File: config.mk
export PLATFORM = sky130hd
export DESIGN_NAME = fetch_prefetch_unit
export DESIGN_NICKNAME = d
export VERILOG_FILES = /design/src/rtl/riscv_pkg.sv /design/src/rtl/fetch_queue.sv /design/src/rtl/fetch_prefetch_unit.sv
export SDC_FILE = /design/constraint.sdc
export NUM_CORES = 1
export LEC_CHECK = 0
export CORE_ASPECT_RATIO = 1.1
export CORE_MARGIN = 2
export CORE_UTILIZATION = 40
export DETAILED_ROUTE_END_ITERATION = 6
export PLACE_DENSITY = 0.69
export SLEW_MARGIN = 20
export SYNTH_ARGS = -nofsm -noshare
export SYNTH_HDL_FRONTEND = slang
export SYNTH_SLANG_ARGS = --single-unit
export TNS_END_PERCENT = 10
File: constraint.sdc
create_clock -name clock -period 5.5 [get_ports clock]
set_input_delay 1.1 -clock clock [delete_from_list [all_inputs] [get_ports clock]]
set_output_delay 1.1 -clock clock [all_outputs]
set_load 0.005 [all_outputs]
File: src/rtl/riscv_pkg.sv
// Shared fetch-side constants and types for the core front end.
package riscv_pkg;

    localparam int unsigned XLEN        = 64;
    localparam logic [31:0] HALT_INSTR  = 32'hFFFF_FFFF;
    localparam int unsigned INSTR_BYTES = 4;

    typedef enum logic [1:0] {
        StRun,
        StStop,
        StHalt
    } fetch_state_e;

    typedef struct packed {
        logic [XLEN-1:0] pc;
        logic [31:0]     instr;
        logic            inv;
    } fetch_entry_t;

endpackage

File: src/rtl/fetch_queue.sv
// Synchronous prefetch FIFO with flush; head is registered storage and stays put until popped.
module fetch_queue
    import riscv_pkg::*;
#(
    parameter int unsigned DEPTH = 4
) (
    input  logic                   clock,
    input  logic                   reset,
    input  logic                   push,
    input  fetch_entry_t           push_data,
    input  logic                   pop,
    input  logic                   flush,
    output fetch_entry_t           head,
    output logic [$clog2(DEPTH):0] count
);

    localparam int unsigned PW = (DEPTH > 1) ? $clog2(DEPTH) : 1;
    localparam int unsigned CW = $clog2(DEPTH) + 1;

    fetch_entry_t   mem_q [DEPTH];
    logic [PW-1:0]  rd_ptr_q;
    logic [PW-1:0]  wr_ptr_q;
    logic [CW-1:0]  count_q;

    function automatic logic [PW-1:0] ptr_inc(input logic [PW-1:0] p);
        return (p == PW'(DEPTH - 1)) ? '0 : p + 1'b1;
    endfunction

    always_ff @(posedge clock) begin
        if (!reset) begin
            rd_ptr_q <= '0;
            wr_ptr_q <= '0;
            count_q  <= '0;
        end else if (flush) begin
            rd_ptr_q <= '0;
            wr_ptr_q <= '0;
            count_q  <= '0;
        end else begin
            if (push) wr_ptr_q <= ptr_inc(wr_ptr_q);
            if (pop)  rd_ptr_q <= ptr_inc(rd_ptr_q);
            count_q <= count_q + CW'(push) - CW'(pop);
        end
    end

    // Storage is not reset; the consumer qualifies the head with count.
    always_ff @(posedge clock) begin
        if (reset && push && !flush) mem_q[wr_ptr_q] <= push_data;
    end

    assign head  = mem_q[rd_ptr_q];
    assign count = count_q;

endmodule

File: src/rtl/fetch_prefetch_unit.sv
// Pipelined instruction fetch: in-order requests to variable-latency imem, prefetch queue to decode,
// redirect flush with stale-response discard, halt-word and invalid-address stop.
module fetch_prefetch_unit
    import riscv_pkg::*;
#(
    parameter int unsigned    XLEN       = riscv_pkg::XLEN,
    parameter int unsigned    DEPTH      = 4,
    parameter int unsigned    IMEM_WORDS = 256,
    parameter logic [XLEN-1:0] RESET_PC  = '0
) (
    input  logic            clock,
    input  logic            reset,
    output logic            imem_req_valid,
    input  logic            imem_req_ready,
    output logic [XLEN-1:0] imem_req_addr,
    input  logic            imem_resp_valid,
    input  logic [31:0]     imem_resp_data,
    input  logic            redirect_valid,
    input  logic [XLEN-1:0] redirect_pc,
    output logic            dec_valid,
    input  logic            dec_ready,
    output logic [31:0]     dec_instruction,
    output logic [XLEN-1:0] dec_pc,
    output logic            inv_addr,
    output logic            halted
);

    localparam int unsigned     CW         = $clog2(DEPTH) + 1;
    localparam int unsigned     CW1        = CW + 1;
    localparam logic [XLEN-1:0] IMEM_BYTES = XLEN'(IMEM_WORDS) * XLEN'(INSTR_BYTES);

    fetch_state_e    state_q;
    logic [XLEN-1:0] fetch_pc_q;
    logic [CW-1:0]   inflight_q;
    logic [CW-1:0]   discard_q;
    logic [CW-1:0]   inflight_d;
    logic [CW-1:0]   count;
    logic            inv_addr_q;
    logic            halted_q;

    fetch_entry_t    head;
    fetch_entry_t    enq_data;
    logic            redirect;
    logic            pc_ok;
    logic            room;
    logic            req_fire;
    logic            take_resp;
    logic            halt_resp;
    logic            inv_enq;
    logic            enq;
    logic            deq;
    logic            head_valid;
    logic            head_inv;
    logic [XLEN-1:0] resp_pc;

    assign redirect = redirect_valid && (state_q != StHalt);
    assign pc_ok    = (fetch_pc_q[1:0] == 2'b00) && (fetch_pc_q < IMEM_BYTES);
    assign room     = (CW1'(inflight_q) + CW1'(count)) < CW1'(DEPTH);

    // Held off during reset so memory (which shares the reset) never sees a request.
    assign imem_req_valid = reset && (state_q == StRun) && pc_ok && room && !redirect;
    assign imem_req_addr  = imem_req_valid ? fetch_pc_q : '0;
    assign req_fire       = imem_req_valid && imem_req_ready;

    // Live (non-discarded) requests are the newest ones, so the oldest live PC is derived.
    assign resp_pc    = fetch_pc_q - (XLEN'(inflight_q - discard_q) << 2);
    assign take_resp  = imem_resp_valid && !redirect && (discard_q == '0) && (state_q == StRun);
    assign halt_resp  = take_resp && (imem_resp_data == HALT_INSTR);
    assign inv_enq    = (state_q == StRun) && !redirect && !pc_ok && (inflight_q == '0) &&
                        (count < CW'(DEPTH));
    assign enq        = take_resp || inv_enq;
    assign inflight_d = inflight_q + CW'(req_fire) - CW'(imem_resp_valid);

    always_comb begin
        enq_data = '0;
        if (inv_enq) begin
            enq_data.pc  = fetch_pc_q;
            enq_data.inv = 1'b1;
        end else begin
            enq_data.pc    = resp_pc;
            enq_data.instr = imem_resp_data;
        end
    end

    assign head_valid = (count != '0) && (state_q != StHalt);
    assign head_inv   = head_valid && head.inv;
    assign dec_valid  = head_valid && !head.inv;
    assign deq        = dec_valid && dec_ready;

    assign dec_pc          = dec_valid ? head.pc : '0;
    assign dec_instruction = dec_valid ? head.instr : '0;
    assign inv_addr        = inv_addr_q;
    assign halted          = halted_q;

    fetch_queue #(
        .DEPTH(DEPTH)
    ) u_queue (
        .clock    (clock),
        .reset    (reset),
        .push     (enq),
        .push_data(enq_data),
        .pop      (deq),
        .flush    (redirect),
        .head     (head),
        .count    (count)
    );

    always_ff @(posedge clock) begin
        if (!reset) begin
            state_q    <= StRun;
            fetch_pc_q <= RESET_PC;
            inflight_q <= '0;
            discard_q  <= '0;
            inv_addr_q <= 1'b0;
            halted_q   <= 1'b0;
        end else begin
            inflight_q <= inflight_d;
            if (req_fire) fetch_pc_q <= fetch_pc_q + XLEN'(INSTR_BYTES);
            if (imem_resp_valid && (discard_q != '0)) discard_q <= discard_q - 1'b1;

            if (state_q == StRun) begin
                if (halt_resp) begin
                    state_q   <= StStop;
                    discard_q <= inflight_d;
                end else if (inv_enq) begin
                    state_q <= StStop;
                end
            end

            // A response landing in the redirect cycle is already excluded from inflight_d.
            if (redirect) begin
                fetch_pc_q <= redirect_pc;
                discard_q  <= inflight_d;
                state_q    <= StRun;
            end

            if (deq && (head.instr == HALT_INSTR)) begin
                state_q  <= StHalt;
                halted_q <= 1'b1;
            end else if (head_inv && !redirect) begin
                state_q    <= StHalt;
                halted_q   <= 1'b1;
                inv_addr_q <= 1'b1;
            end
        end
    end

endmodule

-- After elaboration in Yosys (flattened, before gate mapping)
Memory sizes are Yosys's and may differ from the RTL's. A register that Yosys moved wholly into a read port is not among the register bits.
Cells that the tools add are included.
- add/sub/neg operators: 11
- bitwise logic cells: 2
- reductions and logical operators: 44
- equality and inequality tests: 5
- $lt $le $gt $ge: 3
- multiplexer cells: 26
- operator list (cell ; count):
    64-bit 2-to-1 mux ; 5
    64-bit by 3-bit adder with 64-bit output, second input constant ; 1
    32-bit == test, second input constant ; 2
    64-bit by 11-bit less-than comparator with 1-bit output, second input constant ; 1
    32-bit 2-to-1 mux ; 2
    64-bit subtractor ; 1
    1-bit logical AND ; 24
    2-bit 2-to-1 mux ; 10
    3-bit 2-to-1 mux ; 4
    3-bit by 1-bit adder with 3-bit output ; 2
    3-bit logical NOT ; 2
    2-bit AND reduction ; 3
    2-bit nonzero test ; 3
    3-bit nonzero test ; 2
    3-bit by 1-bit subtractor with 3-bit output ; 2
    1-bit 2-to-1 mux ; 5
    5-bit nonzero test ; 1
    2-bit by 1-bit adder with 2-bit output, second input constant ; 2
    3-bit by 3-bit adder with 4-bit output ; 1
    2-bit == test, second input constant ; 2
    2-bit logical NOT ; 2
    4-bit by 3-bit less-than comparator with 1-bit output, second input constant ; 1
    4-bit nonzero test ; 1
    4-bit OR reduction ; 1
    other kinds (8) ; 11
- output and inout bits: 164
- flip-flop bits (word level): 81
- bits of input ports: 102
- memory bits (writable): 388
- memories: 1
- logic and storage cells: 102
- memory list (name ; words ; width ; read ports ; clocked after Yosys merged registers in ; wr ports ; RTL line ; RTL):
    u_queue.mem_q ; 4 ; 97 ; 1 ; 1 ; 1 ; fetch_queue.sv:20 ; fetch_entry_t mem_q [DEPTH];

-- Depth between registers and ports, before layout
Gate-level depths: netlist of run 1.
- depth in word-level cells: 13
- gate-level depth with buffers: 17
- depth with buffers taken out: 16

-- Cells and area by module
Synthesis of run 1 repeated with hierarchy kept, for this count alone.
- cells, all modules: 1880
- area total of the unflattened synthesis: 23656.4 µm²
- modules (own cells, without submodules) (module ; instances ; area each (µm²) ; sequential area each (µm²) ; cells each):
    fetch_queue ; 1 ; 14432.6 ; 11831.3 ; 549
    fetch_prefetch_unit ; 1 ; 9223.8 ; 1481.4 ; 1331

-- Worst setup path before layout of run 1
No wires, ideal clock.
- kind: in2reg
- start: in redirect_valid
- end: mem u_queue.mem_q[0][0] (netlist bit), enable pin
- path buffers: 1
- setup time: 0.467 ns
- stages on the path: 8
- data required time: 5.033 ns
- arrival: 4.464 ns
- setup slack: 0.569 ns
- cells stage by stage: nor3_1 -> nand2_1 -> or2_2 -> inv_1 -> or2_2 -> clkbuf_1 -> nor2b_1 -> and2_1
- cells in the longest elaborated chain, start to end: 11
- elaborated cells between the ends (all ways): 14
- classes of those cells: mux (2); reduce/logical (12)
- RTL lines (element ; RTL line ; RTL):
    start, declared ; fetch_prefetch_unit.sv:18 ; input logic redirect_valid,
    1-bit logical AND (*) ; fetch_prefetch_unit.sv:56 ; assign redirect = redirect_valid && (state_q != StHalt);
    1-bit logical NOT (*) ; fetch_queue.sv:47, fetch_prefetch_unit.sv:67, fetch_prefetch_unit.sv:69 ;
    1-bit logical AND (4 in a row) ; fetch_prefetch_unit.sv:69 ; assign inv_enq = (state_q == StRun) && !redirect && !pc_ok && (inflight_q == '0) &&
    1-bit logical OR ; fetch_prefetch_unit.sv:71 ; assign enq = take_resp || inv_enq;
    1-bit logical AND ; fetch_queue.sv:47 ; if (reset && push && !flush) mem_q[wr_ptr_q] <= push_data;
    1-bit logical AND (*) ; fetch_queue.sv:47 ;
    1-bit 2-to-1 mux (*) ; fetch_queue.sv:47 ;
    1-bit 2-to-1 mux (implied by the code) (*) ; fetch_queue.sv:47 ;
    end, declared ; fetch_queue.sv:20 ;
Every way passes the cells marked *; elsewhere a longest branch is shown, timed or not.

==> results of run 1 <==
==> layout make-up <==
type	count	area [sq um]	area share, %
Antenna cell	1	2.502	0.009095
Clock buffer	63	1286	4.675
Clock inverter	25	237.7	0.8640
Inverter	40	150.1	0.5457
Multi-Input combinational cell	1233	9230	33.55
Sequential cell	471	13320	48.41
Tap cell	752	940.9	3.420
Timing Repair Buffer	232	2347	8.531
==> sequential cells by signal, summed over array words and instances, names as in the netlist, named ones only <==
register and flops:
inv_addr 1, state_q 2, u_queue.wr_ptr_q 2, u_queue.rd_ptr_q 2, fetch_pc_q 64, u_queue.count 3, halted 1, u_queue.mem_q 388
discard_q 3, inflight_q 3
==> worst paths after layout <==
check	from	endpoint	depth (start not counted)
setup reg to reg	inflight_q[0]	u_queue.mem_q[1][70]	16
setup / recovery	inflight_q[0]	u_queue.mem_q[1][70]	16
hold / removal	halted	halted	1
hold reg to reg	halted	halted	1
==> where the power goes <==
| group | switching (uW) | internal (uW) |
|---|---|---|
| clock network | 1380 | 1770 |
| logic | 2690 | 1540 |
| registers | 93.3 | 4630 |
==> layer usage <==
layer	share of wire (%)	track usage [%]	vias up
li1	-	-	7128
met1	42	26.24	7575
met2	49	33.14	547
met3	6.2	2.825	94
met4	2.5	5.345	2
met5	0.015	0	-
==> kinds of logic (layout without fill, tap and decap cells) <==
logic type	Yosys count	after routing
and+or+nand+nor	578	578
DFF	471	471
AOI/OAI and AO/OA	354	354
buffers and inverters	186	360
muxes	100	100
adders and majority gates	82	82
xor gates and xnor gates	63	63
other	1	57
==> layout by cell type (no fill, tap or decap), types with 14 or more instances in the layout <==
master | netlist | routed
edfxtp_1 | 388 | 388
clkdlybuf4s50_1 | 0 | 208
nand2_1 | 205 | 204
and2_1 | 147 | 142
a21oi_1 | 133 | 133
nor2_1 | 99 | 98
mux4_2 | 97 | 97
dfxtp_1 | 83 | 81
ha_1 | 78 | 78
a21boi_0 | 60 | 60
conb_1 | 1 | 56
clkbuf_16 | 0 | 47
xnor2_1 | 41 | 41
inv_1 | 40 | 40
o21ai_0 | 39 | 39
nand4_1 | 37 | 37
a21o_1 | 27 | 26
nor4_1 | 22 | 22
xor2_1 | 22 | 22
o21bai_1 | 20 | 20
buf_4 | 56 | 16
nor3_1 | 14 | 14
nand3_1 | 14 | 14
==> metrics by stage <==
stage          worst slack, ps  total power (uW)  utilization (%)  hold slack (ps)
2_1_floorplan            568.7              7734                -            454.1
3_3_place_gp             800.1              8938            45.34            451.5
3_5_place_dp             691.1              9012            45.34            457.2
4_1_cts                  642.5             12190            47.99            471.2
5_1_grt                  231.0             12760            47.99            497.5
6_report                 554.9             12100            48.00            467.9
==> impl_metrics.yaml, run 1 <==
layout:
  layout-drive-gt1-share_pct: 10.47
  nets: 2209
  final_cells: 2817
  fin_area_sq_um: 27520
  area_growth_syn_to_layout_pct: 18.47
  fillerInstances: 5062
logic_synthesis:
  synth-seq-cells: 471
  synth_compound_area_share_pct: 10.02
  netlist-cell-type-count: 68
  synthMuxAreaShare_pct: 9.541
  synth_top_family_by_area: "simple AND/OR/NAND/NOR gates"
  yosys.area.top_type: "edfxtp_1"
  synth-async-reset-ratio_pct: 0
  avgSynthCellArea_sq_um: 12.66
  synth_commonest_cells: "388 x edfxtp_1, 205 x nand2_1, 147 x and2_1, 133 x a21oi_1, 99 x nor2_1"
  synth-xor-area-share_pct: 2.376
  synth-adder-area-share_pct: 4.547
  yosysSeqAreaShare_pct: 57.32
  syn_area_sq_um: 23220
  yosysMostFrequentCell: "edfxtp_1"
  ys_top_cells_by_area: "edfxtp_1 50%, mux4_2 9.4%, dfxtp_1 7.2%, ha_1 4.2%, and2_1 4.0%"
  yosysWarningCount: 0
  netlist_instances: 1835
  synth_flop_cell: "edfxtp_1"
  synth-simple-area-share_pct: 12.22
  synth_edf_count: 388
  synth_top_cell_area_share_pct: 50.17
run:
  maxCapViolations: 0
critical_path:
  critPathLaunchType: "flip-flop"
  cp.required_ps: 5810
  worstSetupPathType: "flip-flop to flip-flop"
  cp_common_cell: "o21ai_0"
  rrSetupSlack_ps: 550
  cp-end-kind: "flip-flop"
  slowest_delay_ps: 740
  critical_path_buf_inv_count: 2
  critPathSlowestCell: "a21o_2"
  crit_family: "compound AO/OA/AOI/OAI gates"
  arrival_ps: 5250
  crit_path_max_fanout: 44
  cp_cell_sequence: "inv_1 -> ha_1 -> inv_1 -> a21o_1 -> a21o_2 -> ha_1 -> a2111oi_0 -> o21ai_0 -> o21ai_0 -> a31oi_1 -> o21ai_0 -> a21oi_1 -> a21oi_1 -> o21ai_0 -> xnor2_1 -> o21ai_0"
placed_design:
  placedCellCount: 2728
  place_area_sq_um: 25990
  place_congestion: 0.9149
  hpwl_um: 41370
  numPortBuffers: 209
routing:
  wire_per_inst_um: 21.07
  drc: 0
  num_vias: 15346
  drt-initial-drc-count: 1228
  viasPerCell: 5.448
  wirelength_um: 59360
  antenna_left: 0
  first_pass_iters: 5
clock_network:
  cts_tree: "built"
  cts-resized-gates: 0
  insertion_delay_ps: 590
  cts_buffers: 47
  path_clk_slew_ps: 60
  hold_buffers: 0
  h-tree-depth: 2
  cts.sinks: 471
  root_buffer: "clkbuf_16"
  post-cts-setup-buffers: 0
  cts_buffer_depth: 3
global_routing:
  grt_pass1_vias: 15218
  antenna_found_initial: 2
  grt.total_usage_pct: 19.58
  grt_overflow_total: 0
  grt_max_degree: 77
  grt_pass1_wl_um: 90290
sta:
  period_needed_ps: 4945
  skew_ps: 21.34
  hold_viol: 0
  maxSlewHeadroom_pct: 37.15
  tightest_slew_ps: 942.7
  setup_viol: 0
  rsz0062_at_grt: "false"
  post-route-period-util_pct: 89.91
  slew_viol_final: 0
  final.setup.tns_ps: 0
  max_freq_mhz: 202.2
run_status:
  status: "finished, final reports clean"
die:
  start_util_pct: 40.51
  design.die.area_sq_um: 60010
  rows: 92
  die_w_um: 233.7
  die_h_um: 256.7
  num_io_pins: 266
  coreArea_sq_um: 57330
power:
  peakVddDrop_mv: 0.2239
  leakage_uw: 0.009656
  power_per_cell_area_nw_per_um2: 439.7
hold_path:
  hp-class: "flip-flop to flip-flop"
Power figures use the tool's default switching activity.
==> run 2, diff against run 1 <==
- clock period: 5.5 -> 5.9 ns (I/O delays scaled with it)
==> run 2 against run 1 <==
The run now ends with DRC left; clock skew up 5.0 ps; setup slack better by 430 ps; register-to-register slack improved by 520 ps; utilization is 0.072 points higher.
==> impl_metrics.yaml, run 2 (synthesis gave the netlist of run 1 again) <==
global_routing:
  grt_pass1_wl_um: 89620
  grt_pass1_vias: 15305
  grt.total_usage_pct: 19.44
  antenna_found_initial: 2
  grt_overflow_total: 0
  grt_max_degree: 106
routing:
  drc: 2
  antenna_left: 0
  wire_per_inst_um: 20.81
  first_pass_iters: 7
  wl_met2_um: 29030
  drt-initial-drc-count: 1117
  num_vias: 15279
  wirelength_um: 58720
  met3_length_um: 3207
  highest_layer: "met4"
  met1_length_um: 25280
  viasPerCell: 5.416
power:
  power_per_cell_area_nw_per_um2: 412.8
  power_uw: 11380
  peakVddDrop_mv: 0.2400
  leakage_uw: 0.009666
layout:
  fillerInstances: 5065
  nets: 2209
  area_growth_syn_to_layout_pct: 18.65
  final_cell_mix: "388 x edfxtp_1, 208 x clkdlybuf4s50_1, 204 x nand2_1, 142 x and2_1, 133 x a21oi_1"
  utilization_pct: 48.07
  regMostFlops: "u_queue.mem_q"
  reg.largest.list: "u_queue.mem_q: 388 flops, fetch_pc_q: 64 flops"
  fin_area_sq_um: 27560
  final_common_cell: "edfxtp_1"
  largest_register_ffs: 388
  layout-drive-gt1-share_pct: 10.35
sta:
  period_needed_ps: 4912
  skew_ps: 26.34
  tightest_slew_ps: 1092
  rsz0062_at_grt: "false"
  hold_viol: 0
  maxSlewHeadroom_pct: 27.19
  final.setup.tns_ps: 0
  post-route-period-util_pct: 83.25
  slew_viol_final: 0
  setup_viol: 0
  max_freq_mhz: 203.6
placed_design:
  numPortBuffers: 209
  place_congestion: 0.9062
  place_area_sq_um: 25940
  hpwl_um: 40440
critical_path:
  rrSetupSlack_ps: 1070
  cp_cell_sequence: "nor4_1 -> nand4_1 -> nor4_1 -> nor4b_2 -> buf_4 -> and2_1 -> clkdlybuf4s50_1"
  r2r_cells: 16
  critPathSlowestCell: "nor4_1"
  worstSetupPathType: "flip-flop to primary output"
  slowest_delay_ps: 740
  critPathLaunchType: "flip-flop"
  crit_family: "simple AND/OR/NAND/NOR gates"
  cp_num_cells: 7
  critical_path_buf_inv_count: 2
  cp_common_cell: "nor4_1"
  crit_path_max_fanout: 12
  cp.required_ps: 4720
  arrival_ps: 3730
  cp-end-kind: "primary output"
clock_network:
  cts_tree: "built"
  post-cts-setup-buffers: 0
  insertion_delay_ps: 610
  cts-resized-gates: 0
  hold_buffers: 0
  path_clk_slew_ps: 60
  h-tree-depth: 2
  cts_buffers: 50
  cts_buffer_depth: 3
  cts.sinks: 471
  root_buffer: "clkbuf_16"
run:
  maxCapViolations: 0
run_status:
  violations: "DRC"
  status: "finished with violations"
die:
  rows: 92
  die_h_um: 256.7
  die_w_um: 233.7
  num_io_pins: 266
  coreArea_sq_um: 57330
  design.die.area_sq_um: 60010
  start_util_pct: 40.51
hold_path:
  hold_depth: 1
  hp-class: "flip-flop to flip-flop"
run 2: stage by stage:
step / setup WS [ps] / instances / hold slack, ps
after CTS: 869.5 / 2819 / 476.1
final: 988.4 / 2821 / 474.2
after global routing: 688.8 / 2819 / 486.6
after global placement: 1209 / 2725 / 453.7
after floorplan: 888.7 / 1890 / 454.1
after detailed placement: 1092 / 2725 / 461.8
run 2: worst paths after layout:
kind / startpoint / to
setup / recovery: fetch_pc_q[17] / imem_req_addr[6]
setup reg to reg: inflight_q[0] / u_queue.mem_q[1][71]
hold reg to reg: halted / halted
hold / removal: halted / halted
run 2: cell type report:
type	instances	area, sq um	share of cell area [%]
Inverter	40	150.1	0.5449
Multi-Input combinational cell	1233	9230	33.50
Tap cell	752	940.9	3.414
Clock inverter	21	230.2	0.8355
Sequential cell	471	13320	48.34
Timing Repair Buffer	229	2300	8.345
Clock buffer	73	1380	5.008
Antenna cell	2	5.005	0.01816
run 2: metal layers:
layer | vias up | track usage [%]
met4 | 0 | 4.606
met1 | 7611 | 26.12
met5 | - | 0
met3 | 80 | 2.769
li1 | 7127 | -
met2 | 461 | 33.19
run 2: power by group:
part | internal, uW | total [uW] | switching [uW]
Sequential | 4320 | 4400 | 85.3
Clock | 1730 | 3060 | 1330
Combinational | 1430 | 3910 | 2480
Total | 7480 | 11400 | 3890
==> run 3, diff against run 2 <==
- PLACE_DENSITY: 0.69 -> 0.71
- clock period: 5.9 -> 4.3 ns (I/O delays scaled with it)
==> run 3 against run 2 <==
The run now ends clean; setup slack got worse by 890 ps; clock skew decreased by 4.4 ps; routed wire length increased by 4.6%; design area increased by 4.7%; cell count increased by 4.8%; count of clock-buffer cells in the layout decreased by 4; hold slack got worse by 5.2 ps; sequential power increased by 37%; first-iteration DRC count decreased by 9.4%; clock power increased by 38%; critical endpoint is now imem_req_addr[4].
==> impl_metrics.yaml, run 3 (synthesis gave the netlist of run 1 again) <==
layout:
  largest_register_ffs: 388
  area_growth_syn_to_layout_pct: 24.22
  regMostFlops: "u_queue.mem_q"
  final_cells: 2956
  nets: 2346
  reg.largest.list: "u_queue.mem_q: 388 flops, fetch_pc_q: 64 flops"
  final_common_cell: "edfxtp_1"
  layout-drive-gt1-share_pct: 17.48
  final_cell_mix: "388 x edfxtp_1, 208 x clkdlybuf4s50_1, 204 x nand2_1, 146 x buf_4, 142 x and2_1"
  fin_area_sq_um: 28850
critical_path:
  critPathSlowestCell: "clkdlybuf4s50_1"
  arrival_ps: 3340
  worstSetupPathType: "flip-flop to primary output"
  cp.required_ps: 3440
  cp-end-kind: "primary output"
  crit_path_max_fanout: 12
  critPathLaunchType: "flip-flop"
  cp_cell_sequence: "nor4_2 -> nand4_1 -> nor4_2 -> buf_4 -> nor4b_2 -> buf_4 -> and2_1 -> clkdlybuf4s50_1"
  slowest_delay_ps: 520
routing:
  antenna_left: 0
  drt-initial-drc-count: 1012
  wire_per_inst_um: 20.77
  viasPerCell: 5.351
  wirelength_um: 61400
  drc: 0
  num_vias: 15818
  first_pass_iters: 5
global_routing:
  grt_max_degree: 138
  grt_overflow_total: 0
  grt_pass1_vias: 16220
  antenna_found_initial: 2
  grt_pass1_wl_um: 93360
  grt.total_usage_pct: 20.22
sta:
  rsz0062_at_grt: "true"
  skew_ps: 21.99
  max_freq_mhz: 238.0
  slew_viol_final: 0
  hold_viol: 0
  setup_viol: 0
  maxSlewHeadroom_pct: 40.39
  hold_slack_ps: 469.0
  tightest_slew_ps: 894.1
  period_needed_ps: 4202
  post-route-period-util_pct: 97.73
clock_network:
  insertion_delay_ps: 600
  cts.sinks: 471
  cts_tree: "built"
  h-tree-depth: 2
  root_buffer: "clkbuf_16"
  path_clk_slew_ps: 60
  cts_buffers: 49
  cts_buffer_depth: 3
die:
  start_util_pct: 40.51
  die_h_um: 256.7
  design.die.area_sq_um: 60010
  die_w_um: 233.7
  num_io_pins: 266
  coreArea_sq_um: 57330
  rows: 92
power:
  peakVddDrop_mv: 0.3297
  power_per_cell_area_nw_per_um2: 587.9
  power_uw: 16960
  leakage_uw: 0.01038
placed_design:
  place_congestion: 0.8926
  placedCellCount: 2860
  place_area_sq_um: 27040
  numPortBuffers: 209
  hpwl_um: 42950
run:
  maxCapViolations: 0
run_status:
  status: "finished, final reports clean"
hold_path:
  hp-class: "flip-flop to flip-flop"
## run 3: changes by cell type in the layout (fill, tap and decap cells not counted), moves of 7 or more
| cell | delta |
|---|---|
| buf_4 | +131 |
| o21ai_0 | -11 |
| a21oi_1 | -9 |
| a21oi_2 | +9 |
| o21ai_1 | +9 |
| buf_12 | +7 |
## run 3: path summary, 6_finish.rpt
| kind | start | endpoint | slack, ps | cells past startpoint |
|---|---|---|---|---|
| setup / recovery | fetch_pc_q[14] | imem_req_addr[4] | 100 | 8 |
| hold / removal | halted | halted | 470 | 1 |
| setup reg to reg | discard_q[1] | u_queue.mem_q[1][91] | 110 | 16 |
| hold reg to reg | halted | halted | 470 | 1 |
## run 3: timing repair
| action | CTS | global route |
|---|---|---|
| buffers inserted | 0 | 3 |
| hold buffers | 0 | 0 |
| endpoints found under the setup margin | 8 | 114 |
| resized for setup | 4 | 45 |
| hold endpoints to repair | 0 | 0 |
| pin swaps | 1 | 8 |
## run 3: cell type report
cell class	instances	area, sq um
Fill cell	4975	28470
Sequential cell	471	13320
Tap cell	752	940.9
Clock inverter	22	254.0
Antenna cell	2	5.005
Timing Repair Buffer	367	3423
Inverter	40	150.1
Multi-Input combinational cell	1233	9395
Clock buffer	69	1361
## run 3: power breakdown
part	total, uW	internal [uW]	switching [uW]
Clock	4210	2420	1790
Sequential	6020	5920	104
Combinational	6730	2970	3760
## run 3: worst max-delay path, delay by kind of cell, from the launching register on
| kind | cells | cell delay (ps) |
|---|---|---|
| and+or+nand+nor | 5 | 1440 |
| buffers and inverters | 3 | 920 |
| DFF | 1 | 380 |
## run 3: per-stage QoR
step	worst slack, ps	utilization, %	TNS [ps]
after floorplan	-391.0	-	-119660
after global placement	122.0	47.17	0
after detailed placement	124.7	47.17	0
after CTS	38.86	50.03	0
after global routing	-55.93	50.32	-568.3
final	97.60	50.33	0
## run 3: per-layer routing
layer	vias to the layer above	GRT usage, %	part of all wire [%]
met5	-	0	0.021
met4	2	4.800	2.1
met1	7872	26.70	43
li1	7395	-	-
met2	467	34.80	50
met3	82	3.181	5.3
